===== src/rtl/serial_src_pkg.sv =====
// Shared constants for the serial bit source: the FSM encoding and the default word width.
package serial_src_pkg;

  localparam int unsigned DEFAULT_WIDTH = 8;

  localparam logic [0:0] ST_IDLE  = 1'b0;
  localparam logic [0:0] ST_SHIFT = 1'b1;

endpackage


===== src/rtl/serial_bit_source.sv =====
// Parallel-to-serial source: one-word hold buffer feeding a shifter, one bit per clock on X.
// X idles at 0 so the downstream detector sees a clean zero background between words.
module serial_bit_source
  import serial_src_pkg::*;
#(
  parameter int WIDTH     = DEFAULT_WIDTH,
  parameter bit MSB_FIRST = 1'b1
) (
  input  logic             CLK,
  input  logic             nRST,
  input  logic [WIDTH-1:0] DIN,
  input  logic             LOAD_VALID,
  output logic             LOAD_READY,
  output logic             X,
  output logic             X_VALID,
  output logic             WORD_DONE,
  output logic             BUSY,
  output logic [0:0]       DBG_STATE
);

  // Handshake: a word moves on a rising edge where LOAD_VALID and LOAD_READY are both high;
  // upstream must hold DIN/LOAD_VALID stable until that edge, and LOAD_READY never depends on LOAD_VALID.

  localparam int CW = (WIDTH > 1) ? $clog2(WIDTH) : 1;
  localparam logic [CW-1:0] LAST_CNT = CW'(WIDTH - 1);

  logic [0:0]       r_state;
  logic [WIDTH-1:0] r_hold;
  logic             r_hold_full;
  logic [WIDTH-1:0] r_shift;
  logic [CW-1:0]    r_cnt;

  logic             w_accept;
  logic             w_last;
  logic             w_transfer;
  logic [WIDTH-1:0] w_shift_next;
  logic             w_head;

  assign w_accept   = LOAD_VALID & ~r_hold_full;
  assign w_last     = (r_state == ST_SHIFT) && (r_cnt == LAST_CNT);
  assign w_transfer = r_hold_full & ((r_state == ST_IDLE) | w_last);

  // Zeros shift in behind the data, so the head reads 0 whenever nothing is being sent.
  generate
    if (MSB_FIRST) begin : g_msb_first
      assign w_shift_next = {r_shift[WIDTH-2:0], 1'b0};
      assign w_head       = r_shift[WIDTH-1];
    end else begin : g_lsb_first
      assign w_shift_next = {1'b0, r_shift[WIDTH-1:1]};
      assign w_head       = r_shift[0];
    end
  endgenerate

  always_ff @(posedge CLK or negedge nRST) begin
    if (!nRST) begin
      r_hold      <= '0;
      r_hold_full <= 1'b0;
    end else if (w_accept) begin
      r_hold      <= DIN;
      r_hold_full <= 1'b1;
    end else if (w_transfer) begin
      r_hold_full <= 1'b0;
    end
  end

  always_ff @(posedge CLK or negedge nRST) begin
    if (!nRST) begin
      r_shift <= '0;
      r_cnt   <= '0;
    end else if (w_transfer) begin
      r_shift <= r_hold;
      r_cnt   <= '0;
    end else if (w_last) begin
      r_shift <= '0;
      r_cnt   <= '0;
    end else if (r_state == ST_SHIFT) begin
      r_shift <= w_shift_next;
      r_cnt   <= r_cnt + 1'b1;
    end
  end

  always_ff @(posedge CLK or negedge nRST) begin
    if (!nRST) begin
      r_state <= ST_IDLE;
    end else if (w_transfer) begin
      r_state <= ST_SHIFT;
    end else if (w_last) begin
      r_state <= ST_IDLE;
    end
  end

  assign LOAD_READY = ~r_hold_full;
  assign X          = w_head;
  assign X_VALID    = (r_state == ST_SHIFT);
  assign WORD_DONE  = w_last;
  assign BUSY       = X_VALID | r_hold_full;
  assign DBG_STATE  = r_state;

endmodule


===== config.mk =====
export PLATFORM = sky130hd
export DESIGN_NAME = serial_bit_source
export DESIGN_NICKNAME = d
export VERILOG_FILES = /design/src/rtl/serial_src_pkg.sv /design/src/rtl/serial_bit_source.sv
export SDC_FILE = /design/constraint.sdc
export NUM_CORES = 1
export LEC_CHECK = 0
export ABC_AREA = 1
export ABC_CLOCK_PERIOD_IN_PS = 1200
export CAP_MARGIN = 20
export CORE_MARGIN = 2
export CORE_UTILIZATION = 45
export DETAILED_ROUTE_END_ITERATION = 12
export PLACE_DENSITY = 0.75
export SYNTH_ARGS = -nofsm -noshare
export SYNTH_HDL_FRONTEND = slang
export SYNTH_SLANG_ARGS = --single-unit

===== constraint.sdc =====
create_clock -name CLK -period 1.2 [get_ports CLK]
set_input_delay 0.36 -clock CLK [delete_from_list [all_inputs] [get_ports CLK]]
set_output_delay 0.36 -clock CLK [all_outputs]
set_load 0.03 [all_outputs]

==> metrics.txt <==
Ys Warns 0; Ports 17; Inserted Diodes 0; Place WS -0.149 ns; Slew Viols, Final 0; Max Fclk roughly 0.6 GHz; CP max FO 2; failing checks setup timing; first-pass GRT wire length between 4000 and 5000 microns; worst IR drop on VDD roughly 1.3 mV; Num CTS Buffers 3; Cell variety after synth 14; root buf cell clkbuf_4; area growth from synthesis to layout 46.3%; status finished with violations; sequential share of the synthesized area a little over 50%; clock skew around 0.0065 ns; Die Span Y about 52 microns; Worst-Skew Late Latency approximately 0.31 ns; Sequential Power Share 37.6%; port bufs 16; CTS tree built; final wirelength about 2300 microns; MaxCap Viol Count 0; number of global-route vias before repair 903; fin nets around 160; P_leak roughly 0.74 nW; Pwr Density approximately 2300 nW/um^2; Final Power between 0.003 and 0.004 W; Yosys reg bits 21; worst setup margin -0.460 ns; Min-Delay Path Class primary input to async pin; switch share 41.9%; Vias/cell 5.06; Synth area leaders dfrtp_1, nand2_1, nand3_1; signal arrival time at the worst endpoint 1.30 ns; RSZ-0062 raised after global routing true; Hold Violations, Final 0; WS Path Type flip-flop to output pin; Post-CTS Hold Fix Bufs 0; Worst Tran Pin Value roughly 0.18 ns; DIE WIDTH between 50 and 60 microns; Pint about 0.0020 W; Vias between 800 and 900; Area after DPL 1310 sq um; Combinational Power Share 52.2%; drt initial violations 14; Psw approximately 0.0014 W; Worst Path Required around 0.84 ns; Clock Sinks 21; clk slew on worst S/H paths ~0.12 ns; dpl hpwl roughly 1500 microns; Synth area leader dfrtp_1; slew margin rel. a little under 90%; CTS Buffer Depth 2; mean post-synth cell area approximately 8.7 sq um; total die area 2670 sq um; Tcrit/Tclk final 138%; routed length per instance 12.7 microns; WHS 0.374 ns; Site Rows 17; Initial Util about 47%; grt total ovfl 0; Post-Syn Area 1020 sq um; Cells after Synth approximately 120; total track usage between 20% and 30%; min Tclk post-route 1.66 ns; GP Congestion 0.740; area share of the largest cell type after synthesis roughly 51%; CTS H-tree depth 1; Critical Path End Type output pin; met1 usage ~26%; Routed Antenna Nets 0; Most Crowded Layer GR met2; Mapped Nets 130; Setup violations, final 19; fraction of layout cells with a size suffix above 1 41.6%; met2 Use GR 38.2%; clock share of power around a tenth; Startpoint Class flip-flop; TNS Setup -3.46 ns; post-route cell area between 1000 and 1500 sq um; DRC viols 0; pin count of the biggest net entering global routing 22; GR Layer Usage met3 2.59%; Pre-antenna DRT Iters 4; CORE AREA approximately 2200 sq um; initial antenna violation count 0
## power groups by stage
| stage | combinational [W] | clock (W) | sequential [W] |
|---|---|---|---|
| after floorplan | 0.00102 | 0 | 0.00121 |
| after global placement | 0.00131 | 0 | 0.00123 |
| after detailed placement | 0.00137 | 0 | 0.00125 |
| after CTS | 0.00166 | 0.000345 | 0.00126 |
| after global routing | 0.00195 | 0.000389 | 0.00131 |
| final | 0.00176 | 0.000344 | 0.00127 |
## per-layer routing
layer	wire length, microns	vias up
met5	0	-
met2	1250	19
met4	40	0
li1	-	443
met1	893	428
met3	73	5
## repair_timing
| item | CTS | global route |
|---|---|---|
| resized for setup | 15 | 4 |
| pin swaps | 3 | 3 |
| setup endpoints to repair | 18 | 23 |
| buffers inserted | 4 | 4 |
| gates cloned | 1 | 0 |
## placed cells by master, fill, tap and decap left out, drive strengths merged
cell,instances
nand2,35
buf,24
nand3,24
dfrtp,21
inv,11
clkdlybuf4s50,10
nor2,8
a21oi,7
clkbuf,3
o21ai,2
ha,2
o211ai,1
clkinv,1
## kinds of logic after synthesis
family / share of synthesized area [%]
AND/OR/NAND/NOR: 28.8
flip-flops: 51.5
buffers and inverters: 9.56
AO/OA/AOI/OAI: 7.72
adder cells (fa/ha/maj): 2.45
## area by class of cell
| type | count | area [sq um] |
|---|---|---|
| inverter | 11 | 51.3 |
| tap | 28 | 35.0 |
| clock inverter | 1 | 5.00 |
| timing repair buffer | 34 | 333 |
| fill | 175 | 676 |
| sequential | 21 | 528 |
| multi-input combinational | 79 | 519 |
| clock buffer | 3 | 22.5 |
## final timing paths
| path | slack, ns | depth (start not counted) | endpoint | start |
|---|---|---|---|---|
| worst max-delay path | -0.46 | 5 | WORD_DONE | r_cnt[1]$_DFFE_PN0P_ |
| worst min-delay path | 0.37 | 2 | r_shift[4]$_DFFE_PN0P_ | nRST |
| worst max register to register | -0.24 | 9 | r_shift[6]$_DFFE_PN0P_ | r_cnt[1]$_DFFE_PN0P_ |
| worst min register to register | 0.51 | 2 | r_hold[4]$_DFFE_PN0P_ | r_hold[4]$_DFFE_PN0P_ |
| max in group asynchronous | 0.67 | 2 | r_hold_full$_DFFE_PN0P_ | nRST |
| min in group CLK | 0.51 | 2 | r_hold[4]$_DFFE_PN0P_ | r_hold[4]$_DFFE_PN0P_ |
## registers in the layout, summed over array words and instances (netlist names)
signal / flops
DBG_STATE: 1
r_shift: 8
r_cnt: 3
r_hold_full: 1
r_hold: 8
## synthesized netlist by cell type (all sizes together)
master / number
a21oi: 7
buf: 7
dfrtp: 21
ha: 2
inv: 11
nand2: 34
nand3: 24
nor2: 8
o211ai: 1
o21ai: 2
## critical path: stages (launching register included)
cell and delay (ns):
dfrtp_1 0.41, ha_2 0.20, ha_4 0.16, nand2_2 0.06
inv_2 0.03, buf_6 0.12
## per-stage QoR
step | instances | utilization, %
final | 177 | 68.9
after global routing | 177 | 68.9
after CTS | 174 | 67.2
after detailed placement | 165 | 60.3
after global placement | 165 | 60.3
after floorplan | 117 | -
Note: power is estimated with default switching activity, not from simulation.
